$ cat src/rtl/rgb_hsv_operand_pipe_if.sv
// rtl/rgb_hsv_operand_pipe_if.sv - pixel-in / hue-operand-out stream bundle
// master drives pixels and downstream ready; slave is the operand pipe.
interface rgb_hsv_operand_pipe_if #(
  parameter int DATA_W   = 16,
  parameter int CH_WIDTH = 8
);
  logic [DATA_W-1:0]          i_data;
  logic                       i_valid;
  logic                       i_sof;
  logic                       o_ready;
  logic signed [CH_WIDTH:0]   o_dividend;
  logic [CH_WIDTH-1:0]        o_divisor;
  logic [CH_WIDTH-1:0]        o_value;
  logic [1:0]                 o_function;
  logic                       o_sof;
  logic                       o_valid;
  logic                       i_ready;

  modport master (
    output i_data, i_valid, i_sof, i_ready,
    input  o_ready, o_dividend, o_divisor, o_value, o_function, o_sof, o_valid
  );

  modport slave (
    input  i_data, i_valid, i_sof, i_ready,
    output o_ready, o_dividend, o_divisor, o_value, o_function, o_sof, o_valid
  );
endinterface

$ cat src/rtl/rgb_hsv_operand_pipe.sv
// rtl/rgb_hsv_operand_pipe.sv - two-stage RGB to hue-operand pipeline with valid/ready
// Stage 1 expands and ranks channels, stage 2 forms divisor, dividend and sector code.
module rgb_hsv_operand_pipe #(
  parameter int R_BITS    = 5,
  parameter int G_BITS    = 6,
  parameter int B_BITS    = 5,
  parameter int CH_WIDTH  = 8,
  parameter int REPLICATE = 0
) (
  input logic                   i_clk,
  input logic                   i_rst,
  rgb_hsv_operand_pipe_if.slave bus
);

  typedef struct packed {
    logic                sof;
    logic [1:0]          sel;
    logic [CH_WIDTH-1:0] r;
    logic [CH_WIDTH-1:0] g;
    logic [CH_WIDTH-1:0] b;
    logic [CH_WIDTH-1:0] mx;
    logic [CH_WIDTH-1:0] mn;
  } s1_t;

  typedef struct packed {
    logic                sof;
    logic [1:0]          func;
    logic [CH_WIDTH:0]   dividend;
    logic [CH_WIDTH-1:0] divisor;
    logic [CH_WIDTH-1:0] value;
  } s2_t;

  // Left-align the field; replication ORs in right-shifted copies to fill the low bits.
  function automatic logic [CH_WIDTH-1:0] expand(input logic [CH_WIDTH-1:0] f, input int w);
    logic [CH_WIDTH-1:0] a;
    logic [CH_WIDTH-1:0] e;
    a = f << (CH_WIDTH - w);
    e = a;
    if (REPLICATE != 0) begin
      for (int k = 1; k * w < CH_WIDTH; k++) begin
        e = e | (a >> (k * w));
      end
    end
    return e;
  endfunction

  logic                s1_valid_q, s1_valid_d;
  logic                s2_valid_q, s2_valid_d;
  s1_t                 s1_q, s1_d;
  s2_t                 s2_q, s2_d;
  logic                s1_load, s2_load, accept;
  logic [CH_WIDTH-1:0] r_x, g_x, b_x, diff;
  logic [CH_WIDTH:0]   dvd;

  // A stage may load when empty or when its contents leave this cycle.
  always_comb begin
    s2_load = !s2_valid_q || bus.i_ready;
    s1_load = !s1_valid_q || s2_load;
    accept  = bus.i_valid && s1_load && !i_rst;
  end

  always_comb begin
    r_x = expand(CH_WIDTH'(bus.i_data[R_BITS-1:0]), R_BITS);
    g_x = expand(CH_WIDTH'(bus.i_data[R_BITS +: G_BITS]), G_BITS);
    b_x = expand(CH_WIDTH'(bus.i_data[R_BITS+G_BITS +: B_BITS]), B_BITS);
    s1_d       = s1_q;
    s1_valid_d = s1_valid_q;
    if (s1_load) begin
      s1_valid_d = accept;
    end
    if (accept) begin
      s1_d.sof = bus.i_sof;
      s1_d.r   = r_x;
      s1_d.g   = g_x;
      s1_d.b   = b_x;
      if (r_x >= g_x && r_x >= b_x) begin
        s1_d.sel = 2'd1;
        s1_d.mx  = r_x;
      end else if (g_x >= b_x) begin
        s1_d.sel = 2'd2;
        s1_d.mx  = g_x;
      end else begin
        s1_d.sel = 2'd3;
        s1_d.mx  = b_x;
      end
      s1_d.mn = (r_x <= g_x) ? r_x : g_x;
      if (b_x < s1_d.mn) begin
        s1_d.mn = b_x;
      end
    end
  end

  always_comb begin
    diff = s1_q.mx - s1_q.mn;
    case (s1_q.sel)
      2'd1:    dvd = {1'b0, s1_q.g} - {1'b0, s1_q.b};
      2'd2:    dvd = {1'b0, s1_q.b} - {1'b0, s1_q.r};
      default: dvd = {1'b0, s1_q.r} - {1'b0, s1_q.g};
    endcase
    s2_d       = s2_q;
    s2_valid_d = s2_valid_q;
    if (s2_load) begin
      s2_valid_d = s1_valid_q;
    end
    if (s2_load && s1_valid_q) begin
      s2_d.sof     = s1_q.sof;
      s2_d.divisor = diff;
      s2_d.value   = s1_q.mx;
      if (diff == '0) begin
        s2_d.func     = 2'd0;
        s2_d.dividend = '0;
      end else begin
        s2_d.func     = s1_q.sel;
        s2_d.dividend = dvd;
      end
    end
  end

  always_ff @(posedge i_clk) begin
    if (i_rst) begin
      s1_valid_q <= 1'b0;
      s2_valid_q <= 1'b0;
      s1_q       <= '0;
      s2_q       <= '0;
    end else begin
      s1_valid_q <= s1_valid_d;
      s2_valid_q <= s2_valid_d;
      s1_q       <= s1_d;
      s2_q       <= s2_d;
    end
  end

  assign bus.o_ready    = s1_load && !i_rst;
  assign bus.o_valid    = s2_valid_q;
  assign bus.o_sof      = s2_q.sof;
  assign bus.o_dividend = s2_q.dividend;
  assign bus.o_divisor  = s2_q.divisor;
  assign bus.o_value    = s2_q.value;
  assign bus.o_function = s2_q.func;

endmodule

$ cat src/flat_wrapper.sv
// flat-port wrapper written by rule: the top's interface ports become plain ports
module rgb_hsv_operand_pipe_flat 
#(
  parameter int R_BITS    = 5,
  parameter int G_BITS    = 6,
  parameter int B_BITS    = 5,
  parameter int CH_WIDTH  = 8,
  parameter int REPLICATE = 0
)
  (i_clk, i_rst, bus_i_data, bus_i_valid, bus_i_sof, bus_i_ready, bus_o_ready, bus_o_dividend, bus_o_divisor, bus_o_value, bus_o_function, bus_o_sof, bus_o_valid);
  rgb_hsv_operand_pipe_if #(.DATA_W(16), .CH_WIDTH(CH_WIDTH)) bus_i ();
  input logic i_clk;
  input logic i_rst;
  input wire logic [$bits(bus_i.i_data)-1:0] bus_i_data;
  input wire logic [$bits(bus_i.i_valid)-1:0] bus_i_valid;
  input wire logic [$bits(bus_i.i_sof)-1:0] bus_i_sof;
  input wire logic [$bits(bus_i.i_ready)-1:0] bus_i_ready;
  output wire logic [$bits(bus_i.o_ready)-1:0] bus_o_ready;
  output wire logic [$bits(bus_i.o_dividend)-1:0] bus_o_dividend;
  output wire logic [$bits(bus_i.o_divisor)-1:0] bus_o_divisor;
  output wire logic [$bits(bus_i.o_value)-1:0] bus_o_value;
  output wire logic [$bits(bus_i.o_function)-1:0] bus_o_function;
  output wire logic [$bits(bus_i.o_sof)-1:0] bus_o_sof;
  output wire logic [$bits(bus_i.o_valid)-1:0] bus_o_valid;
  assign bus_i.i_data = bus_i_data;
  assign bus_i.i_valid = bus_i_valid;
  assign bus_i.i_sof = bus_i_sof;
  assign bus_i.i_ready = bus_i_ready;
  assign bus_o_ready = bus_i.o_ready;
  assign bus_o_dividend = bus_i.o_dividend;
  assign bus_o_divisor = bus_i.o_divisor;
  assign bus_o_value = bus_i.o_value;
  assign bus_o_function = bus_i.o_function;
  assign bus_o_sof = bus_i.o_sof;
  assign bus_o_valid = bus_i.o_valid;
  rgb_hsv_operand_pipe #(.R_BITS(R_BITS), .G_BITS(G_BITS), .B_BITS(B_BITS), .CH_WIDTH(CH_WIDTH), .REPLICATE(REPLICATE)) u_core (.i_clk(i_clk), .i_rst(i_rst), .bus(bus_i));
endmodule
$ cat config.mk
export PLATFORM = sky130hd
export DESIGN_NAME = rgb_hsv_operand_pipe_flat
export DESIGN_NICKNAME = d
export VERILOG_FILES = /design/src/rtl/rgb_hsv_operand_pipe_if.sv /design/src/rtl/rgb_hsv_operand_pipe.sv /design/src/flat_wrapper.sv
export SDC_FILE = /design/constraint.sdc
export NUM_CORES = 1
export LEC_CHECK = 0
export BUFFER_PORTS_ARGS = -buffer_cell sky130_fd_sc_hd__buf_4
export CAP_MARGIN = 20
export CORE_MARGIN = 5
export CORE_UTILIZATION = 62
export CTS_CLUSTER_SIZE = 40
export DETAILED_ROUTE_END_ITERATION = 16
export PLACE_DENSITY = 0.85
export SKIP_CTS_REPAIR_TIMING = 1
export SYNTH_ARGS = -nofsm -noshare
export SYNTH_HDL_FRONTEND = slang
export SYNTH_SLANG_ARGS = --single-unit
$ cat constraint.sdc
create_clock -name i_clk -period 8.1 [get_ports i_clk]
set_input_delay 0.405 -clock i_clk [delete_from_list [all_inputs] [get_ports i_clk]]
set_output_delay 0.405 -clock i_clk [all_outputs]
set_load 0.1 [all_outputs]
; ---- After elaboration in Yosys (flattened, before gate mapping)
; Index checks and enable logic that the tools add are counted.
[totals]
ff_bits = 65
out_inout_bits = 30
word_cells = 44
inputBits = 21
[classes]
add_sub_neg = 4
order_cmp = 5
mux = 8
n_reduce_logical = 11
eq_ne = 2
[ops]
columns = op, count
row1 = two-way mux 8 bit, 4
row2 = subtractor 8 x 8 -> 9 bit, 3
row3 = >= comparator 8 bit, 3
row4 = one-hot mux 9 bit (2 select lines), 1
row5 = two-way mux 11 bit, 1
row6 = less-or-equal comparator 8 bit, 1
row7 = logical NOT 8 bit, 1
row8 = < comparator 8 bit, 1
row9 = subtractor 8 bit, 1
row10 = logical AND 1 bit, 5
row11 = logical NOT 1 bit, 3
row12 = "== test 2 x 1 -> 1 bit, second input constant", 1
row13 = "== test 2 bit, second input constant", 1
row14 = logical OR 1 bit, 2
row15 = two-way mux 2 bit, 1
row16 = two-way mux 1 bit, 1

; ---- Longest topological paths before layout
; Gate-level depths: netlist of run 1.
[logic_depth]
ltp_word = 5
ltp_mapped = 13
ltp_nobuf = 13

; ---- Worst setup path before layout of run 1
; No wires, ideal clock.
[synth_timing]
path_type = flip-flop to flip-flop
from = reg u_core.s2_valid_q, in the netlist u_core.bus.o_valid
to = reg u_core.s1_q[12] in the netlist's numbering
stages_incl_launch_ff = 9
setup_slack_ns = 4.627
synth_period_minus_slack_ns = 3.473
arrival_ns = 3.349
t_required_ns = 7.976
setup_ns = 0.124
n_path_buf = 2
cell_sequence = dfxtp_1 nor2b_2 a21oi_1 and2_1 buf_4 buf_4 nor3b_1 a31oi_1 o21ai_0
[synth_between]
elab_chain_cells = 5
[synth_lines]
columns = element, line_no
row1 = start: declaration, rgb_hsv_operand_pipe.sv:48  ; logic s2_valid_q, s2_valid_d;
row2 = start signal: assignment, rgb_hsv_operand_pipe.sv:127  ; s2_valid_q <= s2_valid_d;
row3 = logical NOT 1 bit, rgb_hsv_operand_pipe.sv:57  ; s2_load = !s2_valid_q || bus.i_ready;
row4 = logical OR 1 bit, rgb_hsv_operand_pipe.sv:57
row5 = logical OR 1 bit, rgb_hsv_operand_pipe.sv:58  ; s1_load = !s1_valid_q || s2_load;
row6 = logical AND 1 bit (2 in series), rgb_hsv_operand_pipe.sv:59  ; accept = bus.i_valid && s1_load && !i_rst;
row7 = end signal: assignment, rgb_hsv_operand_pipe.sv:123  ; s1_q <= '0;
row8 = end signal: assignment, rgb_hsv_operand_pipe.sv:128  ; s1_q <= s1_d;
row9 = end: declaration, rgb_hsv_operand_pipe.sv:49  ; s1_t s1_q, s1_d;
; No other way between the ends.
; A chain may end at the register's enable or synchronous reset.

; ---- Worst setup path after layout of run 1
[layout_timing]
from = in bus_i_data[8]
to = reg u_core.s1_q[7] in the netlist's numbering
[layout_between]
elab_chain_cells = 4
[layout_lines]
columns = element, line_no
row1 = start: declaration, flat_wrapper.sv:14  ; input wire logic [$bits(bus_i.i_data)-1:0] bus_i_data;
row2 = less-or-equal comparator 8 bit, rgb_hsv_operand_pipe.sv:86  ; s1_d.mn = (r_x <= g_x) ? r_x : g_x;
row3 = two-way mux 8 bit *, rgb_hsv_operand_pipe.sv:86
row4 = < comparator 8 bit, rgb_hsv_operand_pipe.sv:87  ; if (b_x < s1_d.mn) begin
row5 = two-way mux 8 bit *, rgb_hsv_operand_pipe.sv:87
; Every way passes the cells marked *; elsewhere a longest branch is shown, timed or not.

==> results_dict.tcl, run 1 <==
set metrics [dict create \
    status "complete, no violations" \
    finalNonFillerCells 534 \
    switchingPower_uw 320 \
    area_delta_synth_final_pct 11.7 \
    rsz0062_at_grt "false" \
    max_freq_ghz 0.331 \
    clock_path_buffers 2 \
    critPathTopFamily "compound AO/OA/AOI/OAI gates" \
    clock-sinks 55 \
    netlist.area_leader.share_pct 30.7 \
    critical_path_class "in2reg" \
    ys_async_sr_fraction_pct 0 \
    drc 0 \
    power_frac_comb_pct 41.5 \
    layout_commonest_cell "dfxtp_1" \
    p_per_area_mw_per_mm2 199 \
    tightest_slew_ns 1.04 \
    power_frac_clock_pct 19.9 \
    fin_crit_sh_pct 37.3 \
    clk_latency_ns 0.31 \
    ys_seq_area_share_pct 30.7 \
    cts_made_buffers 5 \
    syn_inst 426 \
    slew_headroom_pct 30.6 \
    crit_buf_inv 2 \
    cp_slowest_cell "a21oi_1" \
    crit_start "bus_i_data[8]" \
    p_int_uw 476 \
    antenna_found_initial 0 \
    diodes 0 \
    fin_ws_ns 5.08 \
    maxSlewViolCount 0 \
    ant_nets 0 \
    clk_pin_slew_ns 0.09 \
    cts_tree "built" \
    synth_cell_types 57 \
    grt_first_pass_wirelength_mm 14.2 \
    required_ns 8.31 \
    yosysWarnings 0 \
    synth.area.top_cells "dfxtp_1 31%, ha_1 15%, nand2_1 5.3%, a21oi_1 5.3%, inv_1 4.2%" \
    power_leakage_uw 0.00180 \
    finalClockSkew_ns 0.00663 \
    p_sw_share_pct 40.2 \
    place.gp.congestion 0.916 \
    drt_first_pass_iters 4 \
    initial_core_util_pct 64.4 \
    grt_start_max_net_pins 50 \
    fin_crit_ns 3.02 \
    vdd_ir_drop_max_uv 97.5 \
    pre_cts_ws_ns 4.75 \
    drive_gt1_share_pct 14.5 \
    cp_max_fo 6 \
    io_pins 51 \
    fin_util_pct 71.9 \
    pwr-share-seq_pct 38.6 \
    core_mm2 0.00557 \
    worstSetupStartpointType "primary input" \
    core.rowCount 27 \
    hold_start "bus_i_sof" \
    setup_viol 0 \
    synth_top_area_cell "dfxtp_1" \
    wire_per_inst_um 16.0 \
    fin_setup_tns_ns 0 \
    cp_common_cell "a21oi_1" \
    hold_class "in2reg" \
    wl_mm 8.57 \
    maxCapViolCount 0 \
    syn_area_mm2 0.00359 \
    grt_remaining_overflow 0 \
    final-hold-violation-count 0 \
    final_cell_mix "55 x dfxtp_1, 51 x nand2_1, 45 x buf_4, 42 x ha_1, 40 x inv_1" \
    io_buffer_count 44 \
    synth_edf_count 0 \
    die_w_um 86.1 \
    htreeDepth 2 \
    critPathMaxStageDelay_ns 0.40 \
    grt_pass1_vias 3052 \
    end_kind "flip-flop" \
    routed_via_density 5.86 \
    die_height_um 86.1 \
    synth_ff_type "dfxtp_1" \
    avgSynthCellArea_um2 8.42 \
    dieArea_mm2 0.00741 \
    crit_chain "buf_4 -> inv_1 -> ha_1 -> a21oi_1 -> o221ai_2 -> nand2_2 -> mux2i_1 -> ha_1 -> a21oi_1 -> o21ai_0 -> a21oi_1 -> nor2_4 -> mux2i_1 -> a21o_1" \
    grt_use_total_pct 23.9 \
    ys_seq_elements 55 \
    ctsRootBufferMaster "clkbuf_8" \
    vias 3131 \
    placedCellCount 526 \
    final_nets 528 \
    arrival_ns 3.24 \
    rr_startpoint "u_core.s1_q[10]" \
    drtIter0Drc 222 \
    dpl.hpwl_mm 6.63 \
]
==> per-layer routing <==
layer,vias to the layer above,track usage (%),share of wire [%],routed length (um)
li1,1541,-,-,-
met4,0,10.9,3.4,291
met3,24,4.03,8.3,711
met1,1429,30.9,43,3660
met2,137,38.9,46,3910
met5,-,0,0,0
==> logic make-up (layout without fill, tap and decap cells) <==
family | count (synthesis) | in the layout | share of synthesized area [%]
fa+ha+maj | 46 | 46 | 16.9
xor+xnor | 12 | 12 | 3.14
other cells | 1 | 6 | 0.105
compound gates | 121 | 121 | 22.6
flops | 55 | 55 | 30.7
buf+inv | 62 | 93 | 7.60
simple gates | 122 | 122 | 17.0
mux | 7 | 7 | 1.95
==> cells in the mapped netlist (all sizes together) (5+ instances only) <==
master  instances
dfxtp          55
nand2b          6
or3             6
nor3            9
a21oi          40
nor2           21
a22o            9
mux2i           7
a21o           12
inv            40
a211oi          5
nor2b           9
xnor2           5
a31oi           5
nor3b           5
clkbuf          9
o21ai          20
o31ai           9
xor2            7
buf            13
nand2          52
ha             42
==> power groups by stage <==
stage / logic (uW) / registers [uW] / clock network (uW)
2_1_floorplan: 199 / 373 / 0
3_3_place_gp: 315 / 313 / 0
3_5_place_dp: 326 / 314 / 0
4_1_cts: 328 / 308 / 162
5_1_grt: 358 / 311 / 176
6_report: 330 / 308 / 158
==> worst reg2reg max path, stage by stage (launching register included) <==
cell	delay (ns)
dfxtp_1	0.37
inv_1	0.05
ha_1	0.20
fa_1	0.41
nand2b_1	0.18
a21oi_2	0.13
xor2_1	0.24
nor4_2	0.10
a211oi_4	0.43
a32o_1	0.22
==> state kept, by name, indices dropped and copies added, names as in the netlist <==
| signal | cells |
|---|---|
| u_core.bus.o_dividend | 7 |
| u_core.bus.o_divisor | 6 |
| u_core.bus.o_function | 2 |
| u_core.bus.o_sof | 1 |
| u_core.bus.o_valid | 1 |
| u_core.bus.o_value | 6 |
| u_core.s1_q | 31 |
| u_core.s1_valid_q | 1 |
==> final cells by class <==
class                      instances  area, um2
clock buffer                       7       86.3
clock inverter                     1       8.76
fill                             485       1570
inverter                          40        150
multi-input combinational        314       2230
sequential                        55       1100
tap                               72       90.1
timing repair buffer              45        338
==> per-stage QoR <==
step | cell area, um2 | power (uW) | hold WS, ns
floorplan | 3610 | 572 | 0.432
global placement | 3910 | 627 | 0.443
detailed placement | 3910 | 640 | 0.449
CTS | 4010 | 798 | 0.272
global route | 4010 | 845 | 0.284
finish | 4010 | 796 | 0.274
==> final timing paths <==
kind / end / slack (ns) / cells past startpoint
setup reg to reg: u_core.bus.o_dividend[8] / 5.71 / 9
setup / recovery: u_core.s1_q[7] / 5.08 / 14
hold / removal: u_core.s1_q[42] / 0.27 / 3
hold reg to reg: u_core.bus.o_value[5] / 0.46 / 2
Note: power is estimated with default switching activity, not from simulation.
==> run 2: changes to the inputs <==
--- a/config.mk
+++ b/config.mk
@@ -5,13 +5,14 @@
 export SDC_FILE = /design/constraint.sdc
 export NUM_CORES = 1
 export LEC_CHECK = 0
+export ABC_AREA = 1
 export BUFFER_PORTS_ARGS = -buffer_cell sky130_fd_sc_hd__buf_4
 export CAP_MARGIN = 20
 export CORE_MARGIN = 5
-export CORE_UTILIZATION = 62
+export CORE_UTILIZATION = 58
 export CTS_CLUSTER_SIZE = 40
 export DETAILED_ROUTE_END_ITERATION = 16
-export PLACE_DENSITY = 0.85
+export PLACE_DENSITY = 0.8
 export SKIP_CTS_REPAIR_TIMING = 1
 export SYNTH_ARGS = -nofsm -noshare
 export SYNTH_HDL_FRONTEND = slang
==> constraint.sdc (replaced) <==
create_clock -name i_clk -period 2.8 [get_ports i_clk]
set_input_delay 0.14 -clock i_clk [delete_from_list [all_inputs] [get_ports i_clk]]
set_output_delay 0.14 -clock i_clk [all_outputs]
set_load 0.1 [all_outputs]
==> results_dict.tcl, run 2 <==
set metrics [dict create \
    synth_common_cells "116 x nand2_1, 72 x inv_1, 56 x nand3_1, 55 x dfxtp_1, 46 x a21oi_1" \
    core_mm2 0.00631 \
    layout_commonest_cell "nand2_1" \
    ant_nets 0 \
    worstSetupStartpointType "primary input" \
    finalClockSkew_ns 0.0104 \
    maxCapViolCount 0 \
    synth.area.top_cells "dfxtp_1 29%, ha_1 14%, nand2_1 12%, nand3_1 7.5%, inv_1 7.2%" \
    end_kind "flip-flop" \
    fin_setup_tns_ns 0 \
    core.rowCount 29 \
    grt_first_pass_wirelength_mm 15.7 \
    tightest_slew_ns 0.622 \
    drc 0 \
    cp_max_fo 10 \
    fin_crit_sh_pct 85.8 \
    power_leakage_uw 0.00208 \
    routed_via_density 5.50 \
    io_buffer_count 44 \
    ctsRootBufferMaster "clkbuf_8" \
    io_pins 51 \
    critical_path_class "in2reg" \
    hold_class "in2reg" \
    diodes 0 \
    maxSlewViolCount 0 \
    grt_pass1_vias 3459 \
    clk_latency_ns 0.32 \
    vdd_ir_drop_max_uv 346 \
    ys_seq_elements 55 \
    fin_crit_ns 2.40 \
    dieArea_mm2 0.00815 \
    htreeDepth 2 \
    max_freq_ghz 0.416 \
    cp_slowest_cell "a211oi_2" \
    wl_mm 9.10 \
    top_register "u_core.s1_q" \
    grt_use_total_pct 22.7 \
    synth_cell_types 39 \
    setup_viol 0 \
    p_per_area_mw_per_mm2 558 \
    area_delta_synth_final_pct 11.4 \
    largest_reg_flops 31 \
    synth_top_area_cell "dfxtp_1" \
    clk_pin_slew_ns 0.11 \
    yosysWarnings 0 \
    fin_area_mm2 0.00416 \
    critPathTopFamily "compound AO/OA/AOI/OAI gates" \
    place.gp.congestion 0.954 \
    synth.most_common_cell "nand2_1" \
    arrival_ns 2.67 \
    cts_tree "built" \
    avgSynthCellArea_um2 7.08 \
    grt_remaining_overflow 0 \
    netlist.area_leader.share_pct 29.5 \
    fillCellCount 577 \
    synth_ff_type "dfxtp_1" \
    crit_buf_inv 2 \
    synth_edf_count 0 \
    dpl.hpwl_mm 7.24 \
    crit_chain "buf_4 -> inv_1 -> ha_1 -> a21oi_1 -> nand3_4 -> o31ai_4 -> nand2_1 -> o21ai_1 -> ha_1 -> a21oi_1 -> nor2_1 -> a211oi_2 -> nand2_4 -> nand2_1 -> nand3_1 -> nand2_1" \
    post_dp_cell_area_mm2 0.00407 \
    rsz0062_at_grt "false" \
    final_cell_mix "116 x nand2_1, 72 x inv_1, 56 x nand3_1, 55 x dfxtp_1, 46 x a21oi_1" \
    status "complete, no violations" \
    final-hold-violation-count 0 \
    final_nets 632 \
    die_w_um 90.3 \
    required_ns 3.07 \
    ys_async_sr_fraction_pct 0 \
    clock-sinks 55 \
    drtIter0Drc 198 \
    clock_path_buffers 2 \
    cp_common_cell "nand2_1" \
    drive_gt1_share_pct 13.3 \
    cts_made_buffers 5 \
    grt_start_max_net_pins 39 \
    vias 3537 \
    slew_headroom_pct 58.5 \
    critPathMaxStageDelay_ns 0.42 \
    initial_core_util_pct 59.2 \
    whs_ns 0.0877 \
    wire_per_inst_um 14.1 \
    syn_area_mm2 0.00374 \
    ys_seq_area_share_pct 29.5 \
    antenna_found_initial 0 \
    die_height_um 90.3 \
    drt_first_pass_iters 5 \
    syn_inst 528 \
]
-- run 2: area by class of cell --
type	instances	area (um2)	share of cell area [%]
Clock buffer	5	68.8	1.65
Clock inverter	3	23.8	0.571
Inverter	79	297	7.12
Multi-Input combinational cell	379	2240	53.8
Sequential cell	55	1100	26.4
Tap cell	77	96.3	2.31
Timing Repair Buffer	45	338	8.11
-- run 2: per-layer routing --
| metal | up-vias | wire length [um] | share of wire, % | track usage, % |
|---|---|---|---|---|
| li1 | 1793 | - | - | - |
| met1 | 1601 | 4110 | 45 | 29.9 |
| met5 | - | 0 | 0 | 0 |
| met3 | 17 | 545 | 6.0 | 4.17 |
| met2 | 126 | 4260 | 47 | 37.1 |
| met4 | 0 | 184 | 2.0 | 7.94 |
-- run 2: tightest hold or removal path, stage by stage --
cell	delay, ns
buf_4	0.08
o21ai_1	0.06
a21oi_1	0.10
-- run 2: cell families (layout without fill, tap and decap cells) --
group           after synthesis  in the layout  synth area share [%]
flops                        55             55                  29.5
compound gates              100            100                  15.0
simple gates                222            222                  26.9
buf+inv                      99            132                  11.1
other cells                   1              6                 0.100
fa+ha+maj                    46             46                  16.2
xor+xnor                      5              5                  1.17
-- run 2: path summary, 6_finish.rpt --
check | from | endpoint | slack [ns] | cells past startpoint
min reg2reg | u_core.s1_valid_q | u_core.bus.o_valid | 0.47 | 2
min | bus_i_sof | u_core.s1_q[42] | 0.09 | 3
max | bus_i_data[10] | u_core.s1_q[6] | 0.40 | 16
max reg2reg | u_core.s1_q[10] | u_core.bus.o_dividend[3] | 0.81 | 10
-- run 2: report_power, final --
part | leakage [uW] | switching (uW) | internal (uW) | total (uW)
combinational | 0.00158 | 666 | 303 | 969
clock | 0.0000461 | 280 | 181 | 461
sequential | 0.000453 | 48.5 | 846 | 894
total | 0.00208 | 994 | 1330 | 2320
-- run 2: metrics by stage --
step	cells	total power, uW	worst slack [ns]	util, %
final	643	2320	0.398	66.0
after global routing	643	2480	0.190	66.0
after CTS	643	2320	0.475	66.0
after floorplan	533	1670	0.510	-
after detailed placement	635	1870	0.148	64.5
after global placement	635	1840	0.239	64.5
==> run 3: changes to the inputs <==
--- a/config.mk
+++ b/config.mk
@@ -9,10 +9,11 @@
 export BUFFER_PORTS_ARGS = -buffer_cell sky130_fd_sc_hd__buf_4
 export CAP_MARGIN = 20
 export CORE_MARGIN = 5
-export CORE_UTILIZATION = 58
+export CORE_UTILIZATION = 60
+export CTS_BUF_LIST = sky130_fd_sc_hd__clkbuf_8
 export CTS_CLUSTER_SIZE = 40
 export DETAILED_ROUTE_END_ITERATION = 16
-export PLACE_DENSITY = 0.8
+export PLACE_DENSITY = 0.83
 export SKIP_CTS_REPAIR_TIMING = 1
 export SYNTH_ARGS = -nofsm -noshare
 export SYNTH_HDL_FRONTEND = slang
==> results_dict.tcl, run 3 (synthesis results as in run 2) <==
set metrics [dict create \
    grt_start_max_net_pins 39 \
    worstSetupStartpointType "primary input" \
    clock-sinks 55 \
    ff2ff_path_depth 10 \
    vias 3476 \
    regArea_mm2 0.00110 \
    reg2reg_slack_ns 0.83 \
    die_height_um 88.9 \
    endpoint "u_core.s1_q[7]" \
    p_per_area_mw_per_mm2 556 \
    tightest_slew_ns 0.583 \
    die_w_um 88.9 \
    end_kind "flip-flop" \
    whs_ns 0.0907 \
    dpl.hpwl_mm 7.14 \
    layout_commonest_cell "nand2_1" \
    place.gp.congestion 0.944 \
    cts_tree "built" \
    largest_reg_flops 31 \
    grt_use_total_pct 23.1 \
    drc 0 \
    cp_slowest_cell "a211oi_2" \
    fin_area_mm2 0.00417 \
    switchingPower_uw 981 \
    routed_via_density 5.42 \
    io_pins 51 \
    maxSlewViolCount 0 \
    hold_class "in2reg" \
    power_frac_clock_pct 20.0 \
    fin_crit_sh_pct 85.3 \
    p_sw_share_pct 42.4 \
    clk_latency_ns 0.31 \
    power_uw 2310 \
    htreeDepth 2 \
    diodes 0 \
    drtIter0Drc 184 \
    power_frac_comb_pct 41.4 \
    core_mm2 0.00599 \
    critical_path_class "in2reg" \
    rr_startpoint "u_core.s1_q[10]" \
    fillCellCount 546 \
    multi_input_area_mm2 0.00224 \
    top_register "u_core.s1_q" \
    power_leakage_uw 0.00208 \
    rsz0062_at_grt "false" \
    io_buffer_count 44 \
    fin_util_pct 69.5 \
    arrival_ns 2.59 \
    setup_viol 0 \
    grt_remaining_overflow 0 \
    clock_path_buffers 2 \
    min_path_cells 3 \
    fin_setup_tns_ns 0 \
    timing.rr.end "u_core.bus.o_dividend[2]" \
    cts_made_buffers 5 \
    critPathMaxStageDelay_ns 0.41 \
    wire_per_inst_um 13.7 \
    final_nets 632 \
    wl_mm 8.80 \
    clk_pin_slew_ns 0.11 \
    ant_nets 0 \
    final-hold-violation-count 0 \
    initial_core_util_pct 62.4 \
    grt_first_pass_wirelength_mm 14.5 \
    required_ns 3.00 \
    crit_start "bus_i_data[10]" \
    status "complete, no violations" \
    crit_chain "buf_4 -> inv_1 -> ha_1 -> a21oi_1 -> nand3_4 -> o31ai_4 -> nand2_1 -> o21ai_1 -> ha_1 -> a21oi_1 -> nor2_1 -> a211oi_2 -> nand3_1 -> nand3_1 -> nand2_1" \
    fin_crit_ns 2.39 \
    slew_headroom_pct 61.1 \
    core.rowCount 28 \
    antenna_found_initial 0 \
    dieArea_mm2 0.00791 \
    drive_gt1_share_pct 13.3 \
    ctsRootBufferMaster "clkbuf_8" \
    post_dp_cell_area_mm2 0.00407 \
    cp_max_fo 10 \
    pwr-share-seq_pct 38.6 \
    finalClockSkew_ns 0.0122 \
    grt_pass1_vias 3266 \
    max_freq_ghz 0.419 \
    final_cell_mix "116 x nand2_1, 72 x inv_1, 56 x nand3_1, 55 x dfxtp_1, 46 x a21oi_1" \
    maxCapViolCount 0 \
    area_delta_synth_final_pct 11.4 \
    drt_first_pass_iters 5 \
    vdd_ir_drop_max_uv 388 \
    p_int_uw 1330 \
]
==> run 3: cell count changes in the layout (fill, tap and decap cells not counted), sizes merged <==
cell and change:
clkinv -1, inv +1
==> run 3: area by class of cell <==
type | count | share of cell area [%]
well taps | 75 | 2.25
flip-flops and latches | 55 | 26.4
inverters | 79 | 7.12
repair buffers | 45 | 8.11
clock inverters | 3 | 0.661
multi-input cells | 379 | 53.8
clock buffers | 5 | 1.65
==> run 3: routing by layer <==
| layer | GRT usage, % | vias up | wire length [um] |
|---|---|---|---|
| li1 | - | 1801 | - |
| met1 | 30.6 | 1556 | 4060 |
| met2 | 39.7 | 105 | 4050 |
| met3 | 2.67 | 14 | 497 |
| met4 | 6.50 | 0 | 187 |
| met5 | 0 | - | 0 |
==> run 3: how the worst min path moves through the flow <==
stage	to	startpoint	slack, ns
after floorplan	u_core.s1_q[35]	bus_i_data[0]	0.27
after global placement	u_core.s1_q[35]	bus_i_data[0]	0.41
after detailed placement	u_core.s1_q[35]	bus_i_data[0]	0.41
after CTS	u_core.s1_q[42]	bus_i_sof	0.09
after global routing	u_core.s1_q[42]	bus_i_sof	0.1
final	u_core.s1_q[42]	bus_i_sof	0.09
==> run 3: metrics by stage <==
stage	instances	setup slack (ns)
6_report	641	0.412
5_1_grt	641	0.214
4_1_cts	641	0.474
3_5_place_dp	633	0.160
3_3_place_gp	633	0.216
2_1_floorplan	533	0.510
==> run 3: worst max-delay path, delay by kind of cell <==
| family | cells | cell delay [ns] |
|---|---|---|
| AOI/OAI and AO/OA | 5 | 1.12 |
| adders and majority gates | 2 | 0.57 |
| buffers and inverters | 2 | 0.16 |
| and+or+nand+nor | 6 | 0.60 |
==> run 3: power by group through the flow <==
stage	clock (uW)	sequential [uW]	combinational [uW]
after global routing	506	901	1070
final	463	893	959
after global placement	0	908	931
after floorplan	0	1080	586
after detailed placement	0	910	954
after CTS	473	892	958
